<file path="src/rtl/pipe_hazard_ctrl.sv">
// Pipeline hazard controller: load-use interlock, branch redirect flush and
// memory-wait stall with a fatal timeout, plus a saturating stall counter.
module pipe_hazard_ctrl #(
  parameter int unsigned TIMEOUT = 255
) (
  input  logic        clk,
  input  logic        reset,
  input  logic [4:0]  rs1_id,
  input  logic [4:0]  rs2_id,
  input  logic        use_rs1,
  input  logic        use_rs2,
  input  logic        memrd_ex,
  input  logic        RegWrite_ex,
  input  logic        Predicate_ex,
  input  logic [4:0]  RW_ex,
  input  logic        redirect_ex,
  input  logic        mem_req_mem,
  input  logic        mem_ready,
  input  logic        stat_clr,
  output logic        pc_en,
  output logic        ifid_en,
  output logic        idex_en,
  output logic        exmem_en,
  output logic        ifid_flush,
  output logic        idex_flush,
  output logic        memwb_bubble,
  output logic        mem_timeout,
  output logic [1:0]  state,
  output logic [15:0] stall_cnt
);

  typedef enum logic [1:0] {
    StRun     = 2'd0,
    StMemWait = 2'd1,
    StErr     = 2'd2
  } state_e;

  localparam logic [7:0] TimeoutVal = 8'(TIMEOUT);

  state_e      state_q, state_d;
  logic [7:0]  wait_cnt_q, wait_cnt_d;
  logic [7:0]  wait_inc;
  logic [15:0] stall_cnt_q, stall_cnt_d;
  logic        mem_stall;
  logic        load_use;
  logic        rs_match;
  logic        stall_evt;

  assign mem_stall = mem_req_mem & ~mem_ready;
  assign rs_match  = (use_rs1 & (rs1_id == RW_ex)) | (use_rs2 & (rs2_id == RW_ex));
  assign load_use  = memrd_ex & RegWrite_ex & Predicate_ex & (RW_ex != 5'd0) & rs_match;
  assign wait_inc  = wait_cnt_q + 8'd1;

  // A redirect squashes the wrong-path load-use stall, so it never counts alone.
  assign stall_evt = (state_q != StErr) & (mem_stall | (load_use & ~redirect_ex));

  always_ff @(posedge clk or negedge reset) begin
    if (!reset) begin
      state_q     <= StRun;
      wait_cnt_q  <= 8'd0;
      stall_cnt_q <= 16'd0;
    end else begin
      state_q     <= state_d;
      wait_cnt_q  <= wait_cnt_d;
      stall_cnt_q <= stall_cnt_d;
    end
  end

  always_comb begin
    state_d    = state_q;
    wait_cnt_d = wait_cnt_q;
    unique case (state_q)
      StRun: begin
        if (mem_stall) begin
          state_d    = StMemWait;
          wait_cnt_d = 8'd1;
        end
      end
      StMemWait: begin
        if (mem_stall) begin
          wait_cnt_d = wait_inc;
          if (wait_inc == TimeoutVal) state_d = StErr;
        end else begin
          state_d    = StRun;
          wait_cnt_d = 8'd0;
        end
      end
      StErr: ;
      default: begin
        state_d    = StRun;
        wait_cnt_d = 8'd0;
      end
    endcase
  end

  always_comb begin
    stall_cnt_d = stall_cnt_q;
    if (stat_clr) begin
      stall_cnt_d = 16'd0;
    end else if (stall_evt && (stall_cnt_q != 16'hFFFF)) begin
      stall_cnt_d = stall_cnt_q + 16'd1;
    end
  end

  // Default is the frozen, bubbling pipeline used for reset, ERR and memory stall.
  always_comb begin
    pc_en        = 1'b0;
    ifid_en      = 1'b0;
    idex_en      = 1'b0;
    exmem_en     = 1'b0;
    ifid_flush   = 1'b0;
    idex_flush   = 1'b0;
    memwb_bubble = 1'b1;
    if (reset && (state_q != StErr) && !mem_stall) begin
      memwb_bubble = 1'b0;
      idex_en      = 1'b1;
      exmem_en     = 1'b1;
      if (redirect_ex) begin
        pc_en      = 1'b1;
        ifid_en    = 1'b1;
        ifid_flush = 1'b1;
        idex_flush = 1'b1;
      end else if (load_use) begin
        idex_flush = 1'b1;
      end else begin
        pc_en   = 1'b1;
        ifid_en = 1'b1;
      end
    end
  end

  assign state       = state_q;
  assign mem_timeout = (state_q == StErr);
  assign stall_cnt   = stall_cnt_q;

endmodule

</file>
<file path="config.mk">
export PLATFORM = sky130hd
export DESIGN_NAME = pipe_hazard_ctrl
export DESIGN_NICKNAME = d
export VERILOG_FILES = /design/src/rtl/pipe_hazard_ctrl.sv
export SDC_FILE = /design/constraint.sdc
export NUM_CORES = 1
export LEC_CHECK = 0
export CORE_MARGIN = 3
export CORE_UTILIZATION = 50
export CTS_CLUSTER_DIAMETER = 80
export CTS_CLUSTER_SIZE = 25
export DETAILED_ROUTE_END_ITERATION = 10
export MAX_ROUTING_LAYER = met4
export PLACE_DENSITY = 0.94
export REMOVE_ABC_BUFFERS = 1
export SLEW_MARGIN = 10
export SYNTH_ARGS = -nofsm -noshare
export SYNTH_HDL_FRONTEND = slang
export SYNTH_SLANG_ARGS = --single-unit
export TNS_END_PERCENT = 30
</file>
<file path="constraint.sdc">
create_clock -name clk -period 3 [get_ports clk]
set_input_delay 0.6 -clock clk [delete_from_list [all_inputs] [get_ports clk]]
set_output_delay 0.6 -clock clk [all_outputs]
set_load 0.005 [all_outputs]
</file>
# Yosys cells after proc, flatten, opt, wreduce, memory -nomap -nowiden
# Index checks and enable logic that the tools add are counted.
[classes] n_div=0 bitwise_logic=14 shifts=0 n_reduce_logical=9 n_lt_le_gt_ge=0 mux=19 addsub=2 eq_ne=9 n_mul=0
[op_table] cell="$mux 16" n=2
[op_table] cell="$pmux 8 s3" n=1
[op_table] cell="$add 16x1->16 const B" n=1
[op_table] cell="$mux 8" n=2
[op_table] cell="$ne 16x16->1 const B" n=1
[op_table] cell="$eq 5x5->1" n=2
[op_table] cell="$mux 1" n=10
[op_table] cell="$and 1x1->1" n=9
[op_table] cell="$add 8x1->8 const B" n=1
[op_table] cell="$eq 8x8->1 const B" n=1
[op_table] cell="$mux 2" n=3
[op_table] cell="$pmux 2 s3" n=1
[op_table] cell="$reduce_bool 5->1" n=1
[op_table] cell="$ne 2x2->1 const B" n=2
[op_table] cell="$logic_and 1x1->1" n=3
[op_table] cell="$ne 3x3->1 const B" n=1
[op_table] cell="$not 1->1" n=3
[op_table] cell="$reduce_and 3->1" n=1
[op_table] cell="$eq 2x1->1 const B" n=1
[op_table] cell="$eq 2x2->1 const B" n=1
[op_table] cell="$logic_not 2->1" n=1
[op_table] cell="$or 1x1->1" n=2
[op_table] cell="$reduce_and 2->1" n=1
[op_table] cell="$reduce_bool 2->1" n=1
[op_table] cell="$logic_not 1->1" n=1
[totals] ram_bits=0 mem_bits_ro=0 latch_bits=0 regBits=26 input_bits=26 out_inout_bits=26 memories=0

# Longest topological paths before layout
[depth] word_depth=10 ltp_mapped=9

# Least setup slack after synthesis
# No wires, ideal clock.
[synth_path] path_kind="input to output" from="in RW_ex[0]" to="out pc_en" required_time_ns=2.400 slack_ns=0.723 path_stages=5 n_path_buf=1 arrival_ns=1.677 cell_sequence="or4_1 -> o21ai_2 -> nor2_2 -> a21oi_1 -> buf_4"
[synth_between] elab_chain_cells=7 word_cells_on_any_way=11 cone_classes="eq/ne (2); mux (3); bitwise (5); reduce/logical (1)"
[synth_rtl] element="from (decl)" line_no="15" text="input logic [4:0] RW_ex,"
[synth_rtl] element="$eq 5x5->1" line_no="50" text="assign rs_match = (use_rs1 & (rs1_id == RW_ex)) | (use_rs2 & (rs2_id == RW_ex));"
[synth_rtl] element="$and 1x1->1" line_no="50"
[synth_rtl] element="$or 1x1->1" line_no="50"
[synth_rtl] element="$and 1x1->1 *" line_no="51" text="assign load_use = memrd_ex & RegWrite_ex & Predicate_ex & (RW_ex != 5'd0) & rs_match;"
[synth_rtl] element="$mux 1 * (3 in a row)"
[synth_rtl] element="to (decl)" line_no="20" text="output logic pc_en,"
# Every way passes the cells marked *; elsewhere a longest branch is shown, timed or not.

# Worst setup path in the final report
[layout_path] from="in RW_ex[0]" to="out ifid_en"
[layout_between] elab_chain_cells=7 word_cells_on_any_way=11 cone_classes="eq/ne (2); mux (3); bitwise (5); reduce/logical (1)"
[layout_rtl] element="$eq 5x5->1" line_no="50"
[layout_rtl] element="$and 1x1->1" line_no="50"
[layout_rtl] element="$or 1x1->1" line_no="50"
[layout_rtl] element="$and 1x1->1 *" line_no="51"
[layout_rtl] element="$mux 1 *" line_no="123" text="end else if (load_use) begin"
[layout_rtl] element="$mux 1 *" line_no="118" text="if (redirect_ex) begin"
[layout_rtl] element="$mux 1 *" line_no="114" text="if (reset && (state_q != StErr) && !mem_stall) begin"
[layout_rtl] element="to (decl)" line_no="21" text="output logic ifid_en,"
# Marked as above.

==> results.md <==
- Status: complete, no violations
- Final Hold Fails: 0
- Die H: between 60 and 70 um
- FF-to-FF path depth: 8
- Worst Skew: slightly above 0.009 ns
- CTS H-tree depth: 1
- Unrepaired setup endpoints after global routing: false
- Hold Startpoint: stall_cnt[14]$_DFFE_PN0P_
- Final Slew Violations: 0
- Number of synthesis warnings: 0
- Clk_lat worst skew: 0.32 ns
- Adder-cell share of the synthesized area: 2.21%
- Crit path buf inv count: 2
- Post-Route WL: 4.33 mm
- ANT nets after route: 0
- Cells after synthesis: about 190
- Sw frac: 23.3%
- Largest net degree at the start of global routing: 31
- CTS Buffer Depth: 2
- CP Cell Sequence: clkdlybuf4s50_1 > or4_1 > o21ai_2 > nor2_2 > a21oi_1 > dlygate4sd2_1
- Worst-path clk slew: approximately 0.15 ns
- Post-synthesis register bit count: 26
- Sequential Power Share: about half
- Worst hold stages: 2
- Crit share post-route: 95.1%
- Nets: approximately 270
- Crit path largest cell delay: 0.56 ns
- Internal power: 0.563 mW
- Die footprint: just over 4000 sq um
- Clk network pwr share: between 30% and 40%
- Synth Area in XOR/XNOR: 8.78%
- Vias after detailed routing: between 1500 and 2000
- Initial antenna violation count: 0
- Switching power: approximately 0.17 mW
- Avg Synthesized Cell Area: about 9.0 sq um
- Via density: 5.67
- Clock sink count: 26
- CP required: roughly 2.4 ns
- CTS Hold Buffers Added: 0
- Final instance area: ~2300 sq um
- Kind of critical path: in -> out
- Mux share of post-synthesis cell area: 1.18%
- CTS buffer count: 3
- Reg-to-reg slack, setup: 0.66 ns
- Logic pwr share: between 15 and 20%
- Placed Area: between 2000 and 2500 sq um
- CP arrival: roughly 2.3 ns
- Kind of end point of the critical path: primary output
- Main synth FF type: dfrtp_1
- IR drop worst, VDD: approximately 0.00026 V
- Worst reg2reg path startpoint: stall_cnt[0]$_DFFE_PN0P_
- Sequential element share of the synthesized area: a little under two fifths
- Pwr dens: around 320 nW/um^2
- Total GRT Usage: ~22%
- Hold endpoint: stall_cnt[14]$_DFFE_PN0P_
- Worst-path maximum fanout: 2
- Vias in the first global route: 1573
- Most frequent cells in the layout: clkdlybuf4s50_1, dfrtp_1, nand2_1
- Least-Margin Pin Slew: approximately 0.62 ns
- Placer Congestion: approximately 0.85
- Cell family with most CP delay: buffers and inverters
- Relative slew slack: 58.5%
- Number of max-cap violations: 0
- Crit-path slowest cell: or4_1
- Initial DRT Pass Iterations: 4
- Min Tclk post-route: around 2.9 ns
- CTS tree: built
- DRC: 0
- R2r endpoint: stall_cnt[14]$_DFFE_PN0P_
- Min-Delay Path Class: reg -> reg
- Row cnt: 20
- Number of synthesized flops with an enable pin: 0
- Fmax achieved: 351 MHz
- Final setup vio count: 0
- Grt total ovfl: 0
- DR iter-0 viols: 57
- HPWL after DPL: 3.19 mm
- Chip width: roughly 64 um
- Static leakage: ~0.9 nW
- Synth unique cells: 43
- Mapped Area: about 1700 sq um
- Buffers on Ports: ~50
- Commonest non-fill, non-tap cell in the layout: clkdlybuf4s50_1
- Share of layout cells above drive strength 1: between 10% and 20%
- CP startpoint kind: input pin
- I/O pin count: 52
- First-pass GRT wire length: 7.06 mm
- Starting Density: 53.8%
- Layout area overhead: 35.1%
- Core Util, Final: between 70 and 80%
- WL per Instance: about 15 um
- ANT cells: 0
- Largest family of logic cells by synthesized area: simple AND/OR/NAND/NOR gates
- Post-synthesis compound-gate area fraction: 18.2%
- CORE AREA: approximately 3200 sq um
- Asr flop ratio synth: 100%
- Root buffer cell: clkbuf_4
- Post-synthesis simple-gate area fraction: between 20% and 30%
-- routing by layer --
metal | vias up | part of all wire (%) | global-route usage, %
met5 | - | 0 | -
met1 | 735 | 42 | 26.1
met3 | 8 | 7.4 | 3.69
li1 | 777 | - | -
met2 | 85 | 49 | 37.4
met4 | 0 | 1.5 | 8.44
-- state kept, by name, summed over array words and instances, names as in the netlist --
| name | flops |
|---|---|
| stall_cnt | 16 |
| state | 2 |
| wait_cnt_q | 8 |
-- power groups by stage --
| stage | registers [mW] | clock network [mW] | logic [mW] |
|---|---|---|---|
| after floorplan | 0.370 | 0 | 0.0467 |
| after global placement | 0.372 | 0 | 0.126 |
| after detailed placement | 0.372 | 0 | 0.129 |
| after CTS | 0.366 | 0.245 | 0.128 |
| after global routing | 0.367 | 0.261 | 0.139 |
| final | 0.366 | 0.241 | 0.127 |
-- final cells by class --
class | instances | area, sq um
multi-input combinational | 143 | 927
inverter | 7 | 26.3
clock buffer | 3 | 22.5
clock inverter | 1 | 30.0
sequential | 26 | 651
timing repair buffer | 59 | 579
tap | 44 | 55.1
fill | 235 | 862
-- cells by family after synthesis --
kind of cell	after synthesis
simple gates	75
compound gates	46
flops	26
buf+inv	19
xor+xnor	17
fa+ha+maj	3
mux	2
-- Yosys cell counts, types with 6 or more instances --
cell	instances	area share, %
a21oi_1	18	5.3
inv_1	7	1.6
dfrtp_1	26	38
nor2_1	10	2.2
xnor2_1	11	5.7
o21ai_1	8	2.4
nand4_1	6	2.2
or3_1	12	4.4
xor2_1	6	3.1
o21ai_0	6	1.8
nand3_1	12	3.5
nand2_1	19	4.2
-- metrics by stage --
stage | setup slack (ns) | instances | TNS [ns] | power [mW] | hold WS (ns)
2_1_floorplan | 0.799 | 176 | 0 | 0.417 | 0.304
3_3_place_gp | -0.0908 | 279 | -0.198 | 0.498 | 0.549
3_5_place_dp | -0.140 | 279 | -0.347 | 0.501 | 0.561
4_1_cts | 0.142 | 283 | 0 | 0.738 | 0.580
5_1_grt | 0.108 | 283 | 0 | 0.767 | 0.589
6_report | 0.147 | 283 | 0 | 0.734 | 0.581
-- repair_timing --
item,in CTS,in global routing
resized for setup,3,0
setup buffers,0,0
endpoints found under the setup margin,3,0
-- how the worst max path moves through the flow --
stage / startpoint / endpoint / slack (ns) / cells after the start
after floorplan: stall_cnt[0]$_DFFE_PN0P_ / stall_cnt[14]$_DFFE_PN0P_ / 0.80 / 7
final: RW_ex[0] / ifid_en / 0.15 / 6
after CTS: RW_ex[0] / ifid_en / 0.14 / 6
after global routing: RW_ex[0] / ifid_en / 0.11 / 6
after detailed placement: RW_ex[0] / ifid_en / -0.14 / 6
after global placement: RW_ex[3] / ifid_en / -0.09 / 6
-- worst register-to-register path, stage by stage, from the launching register on --
cell and delay [ns]:
dfrtp_1 0.46, ha_1 0.26, and3_4 0.20, and2_4 0.17
a311oi_4 0.32, a31oi_4 0.07, buf_12 0.17, or4_1 0.47
a21oi_1 0.15
Note: power is estimated with default switching activity, not from simulation.
